--- src/rtl/tilt_pkg.sv ---
// Shared types and helpers for the tilt decoder.
// Contents: FSM state enum, neutral threshold code and 8-bit signed saturation.
package tilt_pkg;

  typedef enum logic [1:0] {
    ACCUM   = 2'd0,
    COMPUTE = 2'd1,
    PUBLISH = 2'd2
  } tilt_state_e;

  localparam logic [7:0] TILT_NEUTRAL = 8'd128;

  // Clamp a signed value to the 8-bit signed range [-128, 127].
  function automatic logic signed [7:0] sat8(input int v);
    if (v > 127) begin
      sat8 = 8'sd127;
    end else if (v < -128) begin
      sat8 = -8'sd128;
    end else begin
      sat8 = 8'(v);
    end
  endfunction

endpackage

--- src/rtl/tilt_axis.sv ---
// One axis of the tilt decoder: sample accumulator, average, optional zero
// offset (TILT_CAL_EN), deadband and offset-binary threshold mapping.
// Ports:
//   clk, reset          clock, asynchronous active-low reset
//   clear               drop the accumulated sum (publish cycle)
//   add                 accumulate sample (accepted transfer)
//   compute             register direction flags and threshold from the average
//   neutral             force outputs to level (timeout expiry)
//   cal_load            latch the last pre-offset average as offset (TILT_CAL_EN only)
//   sample              signed raw sample
//   increment/decrement direction flags; threshold 8-bit offset-binary tilt
module tilt_axis
  import tilt_pkg::*;
#(
  parameter int unsigned SAMPLE_W = 12,
  parameter int unsigned AVG_LOG2 = 2,
  parameter int unsigned DEADBAND = 16
) (
  input  logic                       clk,
  input  logic                       reset,
  input  logic                       clear,
  input  logic                       add,
  input  logic                       compute,
  input  logic                       neutral,
`ifdef TILT_CAL_EN
  input  logic                       cal_load,
`endif
  input  logic signed [SAMPLE_W-1:0] sample,
  output logic                       increment,
  output logic                       decrement,
  output logic [7:0]                 threshold
);

  localparam int unsigned ACC_W = SAMPLE_W + AVG_LOG2;
  localparam int          DB    = int'(DEADBAND);

  logic signed [ACC_W-1:0]    acc;
  logic signed [SAMPLE_W-1:0] avg_raw_c;
  logic signed [SAMPLE_W-1:0] avg_c;
  logic                       outside_c;
  logic [7:0]                 thr_c;

  // Arithmetic shift gives a floor average that always fits SAMPLE_W bits.
  assign avg_raw_c = SAMPLE_W'(acc >>> AVG_LOG2);

`ifdef TILT_CAL_EN
  logic signed [SAMPLE_W-1:0] avg_pre;
  logic signed [SAMPLE_W-1:0] offset;
  logic signed [SAMPLE_W:0]   diff_c;

  // Offset subtraction, saturated back into the SAMPLE_W signed range.
  assign diff_c = {avg_raw_c[SAMPLE_W-1], avg_raw_c} - {offset[SAMPLE_W-1], offset};

  always_comb begin
    avg_c = diff_c[SAMPLE_W-1:0];
    if (diff_c[SAMPLE_W] != diff_c[SAMPLE_W-1]) begin
      avg_c = diff_c[SAMPLE_W] ? {1'b1, {(SAMPLE_W-1){1'b0}}} : {1'b0, {(SAMPLE_W-1){1'b1}}};
    end
  end

  // avg_pre holds the average computed for the current publish cycle.
  always_ff @(posedge clk or negedge reset) begin
    if (!reset) begin
      avg_pre <= '0;
      offset  <= '0;
    end else begin
      if (compute) avg_pre <= avg_raw_c;
      if (cal_load) offset <= avg_pre;
    end
  end
`else
  assign avg_c = avg_raw_c;
`endif

  // Deadband test and threshold mapping.
  always_comb begin
    int a;
    a         = int'(avg_c);
    outside_c = (a > DB) || (a < -DB);
    thr_c     = 8'(int'(sat8(a >>> (SAMPLE_W - 8))) + 128);
  end

  always_ff @(posedge clk or negedge reset) begin
    if (!reset) begin
      acc       <= '0;
      increment <= 1'b0;
      decrement <= 1'b0;
      threshold <= TILT_NEUTRAL;
    end else begin
      if (clear) begin
        acc <= '0;
      end else if (add) begin
        acc <= acc + ACC_W'(sample);
      end
      if (compute) begin
        increment <= outside_c && !avg_c[SAMPLE_W-1];
        decrement <= outside_c && avg_c[SAMPLE_W-1];
        threshold <= outside_c ? thr_c : TILT_NEUTRAL;
      end else if (neutral) begin
        increment <= 1'b0;
        decrement <= 1'b0;
        threshold <= TILT_NEUTRAL;
      end
    end
  end

endmodule

--- src/rtl/tilt_decoder.sv ---
// Tilt decoder: averages signed X/Y accelerometer samples taken over a
// valid/ready handshake and publishes per-axis direction flags and an
// offset-binary tilt magnitude for the ball-position block.
// Optional feature macro: TILT_CAL_EN (cal_strobe captures a zero offset).
// Ports:
//   clk, reset                 clock, asynchronous active-low reset
//   sample_valid/sample_ready  sample handshake (transfer = valid & ready)
//   x_sample, y_sample         signed raw samples
//   cal_strobe                 zero-offset capture request (TILT_CAL_EN only)
//   x/y_increment, x/y_decrement, x/y_threshold  per-axis tilt outputs
//   update                     one-cycle pulse when outputs refresh
//   stale                      high while the sample timeout has expired
module tilt_decoder
  import tilt_pkg::*;
#(
  parameter int unsigned SAMPLE_W       = 12,
  parameter int unsigned AVG_LOG2       = 2,
  parameter int unsigned DEADBAND       = 16,
  parameter int unsigned TIMEOUT_CYCLES = 10000000,
  parameter int unsigned CNTR_WIDTH     = 32
) (
  input  logic                       clk,
  input  logic                       reset,
  input  logic                       sample_valid,
  output logic                       sample_ready,
  input  logic signed [SAMPLE_W-1:0] x_sample,
  input  logic signed [SAMPLE_W-1:0] y_sample,
  input  logic                       cal_strobe,
  output logic                       x_increment,
  output logic                       x_decrement,
  output logic                       y_increment,
  output logic                       y_decrement,
  output logic [7:0]                 x_threshold,
  output logic [7:0]                 y_threshold,
  output logic                       update,
  output logic                       stale
);

  localparam int unsigned           CNT_W    = AVG_LOG2 + 1;
  localparam logic [CNT_W-1:0]      LAST_IDX = CNT_W'((1 << AVG_LOG2) - 1);
  localparam logic [CNTR_WIDTH-1:0] TO_SAT   = CNTR_WIDTH'(TIMEOUT_CYCLES - 1);
  localparam logic [CNTR_WIDTH-1:0] TO_ARM   = CNTR_WIDTH'(TIMEOUT_CYCLES - 2);

  tilt_state_e           state;
  logic [CNT_W-1:0]      count;
  logic [CNTR_WIDTH-1:0] idle_cnt;
  logic                  transfer_c;
  logic                  expire_c;
  logic                  compute_c;
  logic                  publish_c;
  logic                  cal_load_c;

  assign transfer_c = sample_valid && sample_ready;
  assign compute_c  = (state == COMPUTE);
  assign publish_c  = (state == PUBLISH);
  // Expiry fires once as the idle counter steps onto its saturation value;
  // a concurrent refresh from COMPUTE takes priority.
  assign expire_c   = !transfer_c && (idle_cnt == TO_ARM) && !compute_c;

`ifdef TILT_CAL_EN
  logic cal_pend;

  assign cal_load_c = publish_c && (cal_strobe || cal_pend);

  // A strobe outside PUBLISH waits for the next PUBLISH.
  always_ff @(posedge clk or negedge reset) begin
    if (!reset) begin
      cal_pend <= 1'b0;
    end else if (publish_c) begin
      cal_pend <= 1'b0;
    end else if (cal_strobe) begin
      cal_pend <= 1'b1;
    end
  end
`else
  logic cal_unused;

  assign cal_load_c = 1'b0;
  assign cal_unused = cal_strobe | cal_load_c;
`endif

  // Control FSM, handshake, sample counter, timeout and status outputs.
  always_ff @(posedge clk or negedge reset) begin
    if (!reset) begin
      state        <= ACCUM;
      count        <= '0;
      idle_cnt     <= '0;
      sample_ready <= 1'b0;
      update       <= 1'b0;
      stale        <= 1'b0;
    end else begin
      update <= 1'b0;
      if (transfer_c) begin
        idle_cnt <= '0;
      end else if (idle_cnt != TO_SAT) begin
        idle_cnt <= idle_cnt + CNTR_WIDTH'(1);
      end
      if (expire_c) begin
        stale  <= 1'b1;
        update <= 1'b1;
      end
      case (state)
        ACCUM: begin
          sample_ready <= 1'b1;
          if (transfer_c) begin
            if (count == LAST_IDX) begin
              count        <= '0;
              state        <= COMPUTE;
              sample_ready <= 1'b0;
            end else begin
              count <= count + CNT_W'(1);
            end
          end
        end
        // Outputs are registered here so they are valid during PUBLISH.
        COMPUTE: begin
          state        <= PUBLISH;
          sample_ready <= 1'b0;
          update       <= 1'b1;
          stale        <= 1'b0;
        end
        PUBLISH: begin
          state        <= ACCUM;
          sample_ready <= 1'b1;
        end
        default: begin
          state        <= ACCUM;
          sample_ready <= 1'b0;
        end
      endcase
    end
  end

  tilt_axis #(
    .SAMPLE_W (SAMPLE_W),
    .AVG_LOG2 (AVG_LOG2),
    .DEADBAND (DEADBAND)
  ) u_axis_x (
    .clk       (clk),
    .reset     (reset),
    .clear     (publish_c),
    .add       (transfer_c),
    .compute   (compute_c),
    .neutral   (expire_c),
`ifdef TILT_CAL_EN
    .cal_load  (cal_load_c),
`endif
    .sample    (x_sample),
    .increment (x_increment),
    .decrement (x_decrement),
    .threshold (x_threshold)
  );

  tilt_axis #(
    .SAMPLE_W (SAMPLE_W),
    .AVG_LOG2 (AVG_LOG2),
    .DEADBAND (DEADBAND)
  ) u_axis_y (
    .clk       (clk),
    .reset     (reset),
    .clear     (publish_c),
    .add       (transfer_c),
    .compute   (compute_c),
    .neutral   (expire_c),
`ifdef TILT_CAL_EN
    .cal_load  (cal_load_c),
`endif
    .sample    (y_sample),
    .increment (y_increment),
    .decrement (y_decrement),
    .threshold (y_threshold)
  );

endmodule

--- config.mk ---
export PLATFORM = sky130hd
export DESIGN_NAME = tilt_decoder
export DESIGN_NICKNAME = d
export VERILOG_FILES = /design/src/rtl/tilt_pkg.sv /design/src/rtl/tilt_axis.sv /design/src/rtl/tilt_decoder.sv
export SDC_FILE = /design/constraint.sdc
export NUM_CORES = 1
export LEC_CHECK = 0
export CAP_MARGIN = 15
export CORE_ASPECT_RATIO = 1.2
export CORE_MARGIN = 2
export CORE_UTILIZATION = 35
export DETAILED_ROUTE_END_ITERATION = 16
export SLEW_MARGIN = 20
export SYNTH_ARGS = -nofsm -noshare
export SYNTH_HDL_FRONTEND = slang
export SYNTH_HIERARCHICAL = 1
export SYNTH_SLANG_ARGS = --single-unit
export TNS_END_PERCENT = 30
--- constraint.sdc ---
create_clock -name clk -period 3.2 [get_ports clk]
set_clock_uncertainty 0.15 [all_clocks]
set_input_delay 0.64 -clock clk [delete_from_list [all_inputs] [get_ports clk]]
set_output_delay 0.64 -clock clk [all_outputs]
set_load 0.01 [all_outputs]
==> metrics.yaml, run 1 <==
global_routing:
  grt_pass1_wl_um: 21000
  grt_max_degree: 55
  grt_pass1_vias: 4315
  track_usage_pct: 16.2
  grt-ovfl-total: 0
  antenna_found_initial: 0
placed_design:
  place_ws_ps: 69.4
  hpwl_um: 9220
  port_buffers: 49
  place.gp.congestion: 0.872
floorplanning:
  io_pins: 51
  fp-row-count: 49
  start_util_pct: 35.5
  die_area_um2: 16100
  die_h_um: 139
  die_x_um: 116
  coreArea_um2: 14900
timing:
  rsz0062_at_grt: "no"
  fin_ws_ps: 416
  fin_crit_sh_pct: 87.0
  fmax_mhz: 359
  slew_violations: 0
  setup_violations: 0
  slew_headroom_pct: 45.4
  fin_setup_tns_ps: 0
  finalHoldViolCount: 0
  fin_crit_ps: 2780
  worst_slew_pin_slew_ps: 817
clock_network:
  cts.sink_count: 88
  cts_hold_buf: 0
  cts_buffers: 9
  post_cts_resized: 0
  cts_root_buffer: "clkbuf_16"
  htreeDepth: 3
  cts_tree: "built"
  post_cts_buffers: 0
  clockBufferDepth: 2
  clock_latency_ps: 340
  clk_pin_slew_worst_paths_ps: 60
power:
  leakage_nw: 2.74
  max-vdd-ir-drop_v: 0.000385
  power_density_nw_per_um2: 858
  p_total_mw: 5.48
route:
  drt_iter0_markers: 212
  routed_wl_um: 12400
  wire_per_inst_um: 15.2
  detail-route-antenna-nets: 0
  vias: 4345
  drcViolationCount: 0
  viasPerCell: 5.33
  dr.pass1.iters: 4
setup_path:
  worst-path-buf-inv: 2
  worstSetupStartpointType: "input pin"
  r2r_start: "idle_cnt[9]$_DFFE_PN0P_"
  rrSetupSlack_ps: 550
  worstPathArrival_ps: 2870
  cp_data_required_time_ps: 3280
  worst-path-stages: 10
  r2r_cells: 7
  worstSetupEndpoint: "u_axis_y/acc[12]$_DFFE_PN0P_"
  cp_top_family: "compound AO/OA/AOI/OAI gates"
  crit_path_top_delay_cell: "clkdlybuf4s50_1"
  startpoint: "y_sample[0]"
  cp_cell_sequence: "clkdlybuf4s50_1, ha_1, inv_1, fa_1, nor2b_1, o31a_1, o2111ai_2, a21oi_1, o21ai_0, a32o_1"
  criticalPathCategory: "input pin to register"
  rr_endpoint: "u_axis_y/threshold[5]$_DFFE_PN0P_"
  end_kind: "register"
  critPathMaxFanout: 4
  cp_slowest_stage_delay_ps: 460
synthesis:
  synth_area_um2: 5300
  synth_seq_cells: 88
  synthFlopType: "dfrtp_1"
  synthArstFlopShare_pct: 100
  synth-edff-count: 0
  ys_seq_area_share_pct: 41.6
  synth_cell_type_count: 69
  synthesis.nets: 608
  ys_warn_count: 6
  syn-mean-instance-area_um2: 9.64
  synth_cells: 549
cells_and_area:
  area_delta_synth_final_pct: 20.5
  nets: 666
  fin_util_pct: 42.8
  drive_gt1_share_pct: 8.51
  num_antenna_cells: 0
run_status:
  status: "completed"
run:
  maxCapViolations: 0
min_path:
  hp-class: "input pin to async pin"
[layer usage]
| metal | GRT usage [%] | vias up | wire length (um) |
|---|---|---|---|
| met4 | 6.70 | 0 | 304 |
| met2 | 26.1 | 86 | 6170 |
| li1 | - | 2119 | - |
| met1 | 21.6 | 2115 | 5470 |
| met5 | 0 | - | 0 |
| met3 | 2.45 | 25 | 451 |
[cell usage in the layout, fill, tap and decap left out, types with 3 or more instances in the layout]
master / n
o22ai_1: 4
clkbuf_1: 3
or3_1: 6
buf_4: 12
nor2b_1: 10
o21ai_0: 13
a32o_1: 3
nand3_1: 22
dfrtp_1: 86
nand2_1: 32
a21o_1: 10
nand3b_1: 4
a22o_1: 16
mux2i_1: 14
o21a_1: 9
nand4_1: 19
clkbuf_16: 9
a21oi_1: 29
nor2_1: 70
clkdlybuf4s50_1: 48
xnor2_1: 17
a211oi_1: 3
nor4_1: 7
nor3_1: 10
nor4_2: 5
a31oi_1: 6
o21ai_1: 3
inv_1: 20
and3_1: 4
nor3_2: 4
nand2b_1: 10
o211ai_1: 3
o31a_1: 3
or4_1: 4
ha_1: 29
xor2_1: 16
[power breakdown]
group,switching (mW),internal (mW)
Sequential,0.352,1.48
Clock,0.420,0.681
Combinational,1.30,1.25
[cells in the mapped netlist (3+ instances only)]
cell type	n	share of area, %
a211oi_1	3	0.43
a21o_1	10	1.4
a21oi_1	29	2.7
a22o_1	16	2.6
a31oi_1	6	0.71
a32o_1	3	0.57
and3_1	4	0.47
buf_1	5	0.35
clkbuf_1	7	0.50
dfrtp_1	86	41
ha_1	29	6.9
inv_1	21	1.5
mux2i_1	14	2.6
nand2_1	32	2.3
nand2b_1	10	1.2
nand3_1	22	2.1
nand3b_1	4	0.57
nand4_1	19	2.2
nor2_1	70	5.0
nor2b_1	11	1.3
nor3_1	10	0.95
nor3_2	4	0.76
nor4_1	7	0.83
nor4_2	5	1.2
o211ai_1	3	0.43
o21a_1	9	1.3
o21ai_0	13	1.2
o21ai_1	3	0.28
o22ai_1	4	0.47
o31a_1	3	0.50
or3_1	6	0.71
or4_1	4	0.57
xnor2_1	17	2.8
xor2_1	16	2.6
[through the flow]
step | cell area [um2] | cells | hold slack, ps
6_report | 6380 | 815 | 117
2_1_floorplan | 5300 | 549 | 194
3_5_place_dp | 6080 | 800 | 323
5_1_grt | 6380 | 815 | 151
4_1_cts | 6380 | 815 | 130
3_3_place_gp | 6080 | 800 | 310
[sequential cells by signal (all words and copies together), names as in the netlist]
name	cells
u_axis_y/threshold	8
u_axis_x/decrement	1
u_axis_y/decrement	1
idle_cnt	32
u_axis_y/increment	1
state	2
sample_ready	1
update	1
u_axis_y/acc	14
stale	1
u_axis_x/acc	14
u_axis_x/increment	1
count	3
u_axis_x/threshold	8
[cell type report]
| type | count | area (um2) |
|---|---|---|
| Timing Repair Buffer | 61 | 591 |
| Inverter | 21 | 78.8 |
| Clock buffer | 12 | 236 |
| Fill cell | 1417 | 8520 |
| Multi-Input combinational cell | 426 | 2950 |
| Clock inverter | 3 | 67.6 |
| Tap cell | 204 | 255 |
| Sequential cell | 88 | 2200 |
[how the worst min path moves through the flow]
stage,slack [ps],from,endpoint,cells after the start
3_3_place_gp,310,u_axis_y/decrement$_DFFE_PN0P_,u_axis_y/decrement$_DFFE_PN0P_,2
5_1_grt,150,reset,u_axis_y/decrement$_DFFE_PN0P_,1
6_report,120,reset,u_axis_y/decrement$_DFFE_PN0P_,1
2_1_floorplan,190,reset,count[0]$_DFFE_PN0P_,0
4_1_cts,130,reset,u_axis_y/acc[1]$_DFFE_PN0P_,1
3_5_place_dp,320,u_axis_y/decrement$_DFFE_PN0P_,u_axis_y/decrement$_DFFE_PN0P_,2
[logic make-up (layout without fill, tap and decap cells)]
family | after synthesis | count (layout) | share of synthesized area (%)
buffers and inverters | 35 | 97 | 2.76
muxes | 18 | 18 | 3.57
adders and majority gates | 31 | 31 | 7.61
xor gates and xnor gates | 33 | 33 | 5.46
AOI/OAI and AO/OA | 120 | 120 | 16.1
and+or+nand+nor | 224 | 224 | 22.9
DFF | 88 | 88 | 41.6
(Power assumes the default switching activity.)
==> inputs of run 2 (changes only) <==
--- a/config.mk
+++ b/config.mk
@@ -10,6 +10,7 @@
 export CORE_MARGIN = 2
 export CORE_UTILIZATION = 35
 export DETAILED_ROUTE_END_ITERATION = 16
+export MAX_ROUTING_LAYER = met4
 export SLEW_MARGIN = 20
 export SYNTH_ARGS = -nofsm -noshare
 export SYNTH_HDL_FRONTEND = slang
==> run 2 against run 1 <==
Net effect: sequential share of layout area unchanged; core utilization unchanged; worst hold slack got worse by 1.6 ps; wire length increased by 0.45%; register-to-register slack got worse by 20 ps; non-clock buffer count unchanged; die area unchanged; largest power group unchanged; via count increased by 1.4%; sequential power about the same; total power increased by 0.14%; critical endpoint unchanged; setup slack got worse by 2.5 ps; largest cell class unchanged.
==> metrics.yaml, run 2 (synthesized netlist as in run 1, its figures left out) <==
setup_path:
  worstSetupStartpointType: "input pin"  # unchanged
  worstPathArrival_ps: 2870  # about the same
  cp_data_required_time_ps: 3280  # about the same
  criticalPathCategory: "input pin to register"  # unchanged
  r2r_start: "idle_cnt[9]$_DFFE_PN0P_"  # unchanged
  startpoint: "y_sample[0]"  # unchanged
  critPathMaxFanout: 4  # unchanged
  end_kind: "register"  # unchanged
placed_design:
  place.gp.congestion: 0.886  # was 0.872
  placed_area_um2: 6080  # unchanged
  hpwl_um: 9220  # unchanged
  port_buffers: 49  # unchanged
  place_ws_ps: 69.4  # unchanged
clock_network:
  post_cts_resized: 0  # unchanged
  cts_buffers: 9  # unchanged
  clock_latency_ps: 340  # about the same
  cts_root_buffer: "clkbuf_16"  # unchanged
  htreeDepth: 3  # unchanged
  post_cts_buffers: 0  # unchanged
  cts_hold_buf: 0  # unchanged
  clk_pin_slew_worst_paths_ps: 60  # about the same
  cts_tree: "built"  # unchanged
  clockBufferDepth: 2  # unchanged
  cts.sink_count: 88  # unchanged
cells_and_area:
  final_common_cell: "dfrtp_1"  # unchanged
  area_delta_synth_final_pct: 20.5  # unchanged
  top_regs: "idle_cnt (32), u_axis_x/acc (14), u_axis_y/acc (14)"  # unchanged
  drive_gt1_share_pct: 8.51  # unchanged
  num_antenna_cells: 0  # unchanged
  fin_util_pct: 42.8  # unchanged
  final_cell_mix: "86 x dfrtp_1, 70 x nor2_1, 48 x clkdlybuf4s50_1"  # unchanged
  final_cell_area_um2: 6380  # unchanged
  largest_reg_flops: 32  # unchanged
  regMostFlops: "idle_cnt"  # unchanged
  nets: 666  # unchanged
run:
  maxCapViolations: 0  # unchanged
timing:
  fmax_mhz: 359  # about the same
  fin_setup_tns_ps: 0  # unchanged
  worst_slew_pin_slew_ps: 848  # was 817 ps
  fin_crit_ps: 2790  # was 2780 ps
  rsz0062_at_grt: "no"  # unchanged
  fin_ws_ps: 414  # was 416 ps
  setup_violations: 0  # unchanged
  slew_headroom_pct: 43.3  # was 45.4%
  slew_violations: 0  # unchanged
  finalHoldViolCount: 0  # unchanged
  fin_crit_sh_pct: 87.1  # was 87.0%
floorplanning:
  start_util_pct: 35.5  # unchanged
  die_h_um: 139  # unchanged
  coreArea_um2: 14900  # unchanged
  die_x_um: 116  # unchanged
  fp-row-count: 49  # unchanged
  io_pins: 51  # unchanged
  die_area_um2: 16100  # unchanged
route:
  routed_wl_um: 12500  # was 12400 um
  dr.pass1.iters: 5  # was 4
  drt_iter0_markers: 189  # was 212
  detail-route-antenna-nets: 0  # unchanged
  vias: 4404  # was 4345
  viasPerCell: 5.40  # was 5.33
  drcViolationCount: 0  # unchanged
  wire_per_inst_um: 15.3  # was 15.2 um
power:
  internal_power_mw: 3.41  # about the same
  power_density_nw_per_um2: 859  # was 858 nW/um2
  seq_power_share_pct: 33.4  # about the same
  swShare_pct: 37.9  # was 37.8%
  leakage_nw: 2.74  # unchanged
  p_clk_share_pct: 20.1  # about the same
  comb_power_share_pct: 46.5  # about the same
  max-vdd-ir-drop_v: 0.000387  # was 0.000385 V
  netSwitchingPower_mw: 2.08  # was 2.07 mW
global_routing:
  grt-ovfl-total: 0  # unchanged
  grt_max_degree: 55  # unchanged
  antenna_found_initial: 0  # unchanged
  grt_pass1_vias: 4302  # was 4315
  grt_pass1_wl_um: 21000  # about the same
  track_usage_pct: 16.7  # was 16.2%
run_status:
  status: "completed"  # unchanged
min_path:
  hp-class: "input pin to async pin"  # unchanged
## run 2: cell counts in the layout (fill, tap and decap cells not counted)
No cell type changed its count.
## run 2: worst max-delay path, cell delays in order
cell and delay (ps):
clkdlybuf4s50_1 410, ha_1 220, inv_1 80, fa_1 200, nor2b_1 70, o31a_1 270
o2111ai_2 250, a21oi_1 130, or3_1 330, a32o_1 260
## run 2: area by class of cell
| cell class | instances | area, um2 |
|---|---|---|
| fillers | 1417 | 8520 |
| multi-input cells | 426 | 2950 |
| flip-flops and latches | 88 | 2200 |
| repair buffers | 61 | 591 |
| well taps | 204 | 255 |
| clock buffers | 12 | 236 |
| inverters | 21 | 78.8 |
| clock inverters | 3 | 67.6 |
## run 2: worst paths after layout
| kind | endpoint | slack [ps] | depth (start not counted) |
|---|---|---|---|
| hold reg to reg | u_axis_y/decrement$_DFFE_PN0P_ | 330 | 2 |
| min in group clk | u_axis_y/decrement$_DFFE_PN0P_ | 330 | 2 |
| setup reg to reg | u_axis_x/threshold[1]$_DFFE_PN0P_ | 530 | 7 |
| max in group asynchronous | u_axis_x/threshold[7]$_DFFE_PN1P_ | 2090 | 2 |
| hold / removal | u_axis_y/decrement$_DFFE_PN0P_ | 120 | 1 |
| setup / recovery | u_axis_y/acc[12]$_DFFE_PN0P_ | 410 | 10 |
## run 2: metal layers
| layer | vias up | track usage, % | routed length [um] |
|---|---|---|---|
| li1 | 2122 | - | - |
| met4 | 0 | 6.70 | 291 |
| met3 | 26 | 2.32 | 392 |
| met1 | 2161 | 21.8 | 5590 |
| met2 | 95 | 26.1 | 6180 |
| met5 | - | - | 0 |
## run 2: through the flow
step,cells,hold WS [ps],total power [mW]
finish,815,116,5.48
global route,815,151,5.89
CTS,815,130,5.52
detailed placement,800,323,4.39
global placement,800,310,4.31
floorplan,549,194,3.53
## run 2: power groups by stage
| stage | clock network [mW] | logic, mW | registers (mW) |
|---|---|---|---|
| after global placement | 0 | 2.47 | 1.84 |
| after CTS | 1.13 | 2.56 | 1.83 |
| after global routing | 1.18 | 2.82 | 1.88 |
| final | 1.10 | 2.55 | 1.83 |
| after floorplan | 0 | 1.74 | 1.79 |
| after detailed placement | 0 | 2.54 | 1.85 |
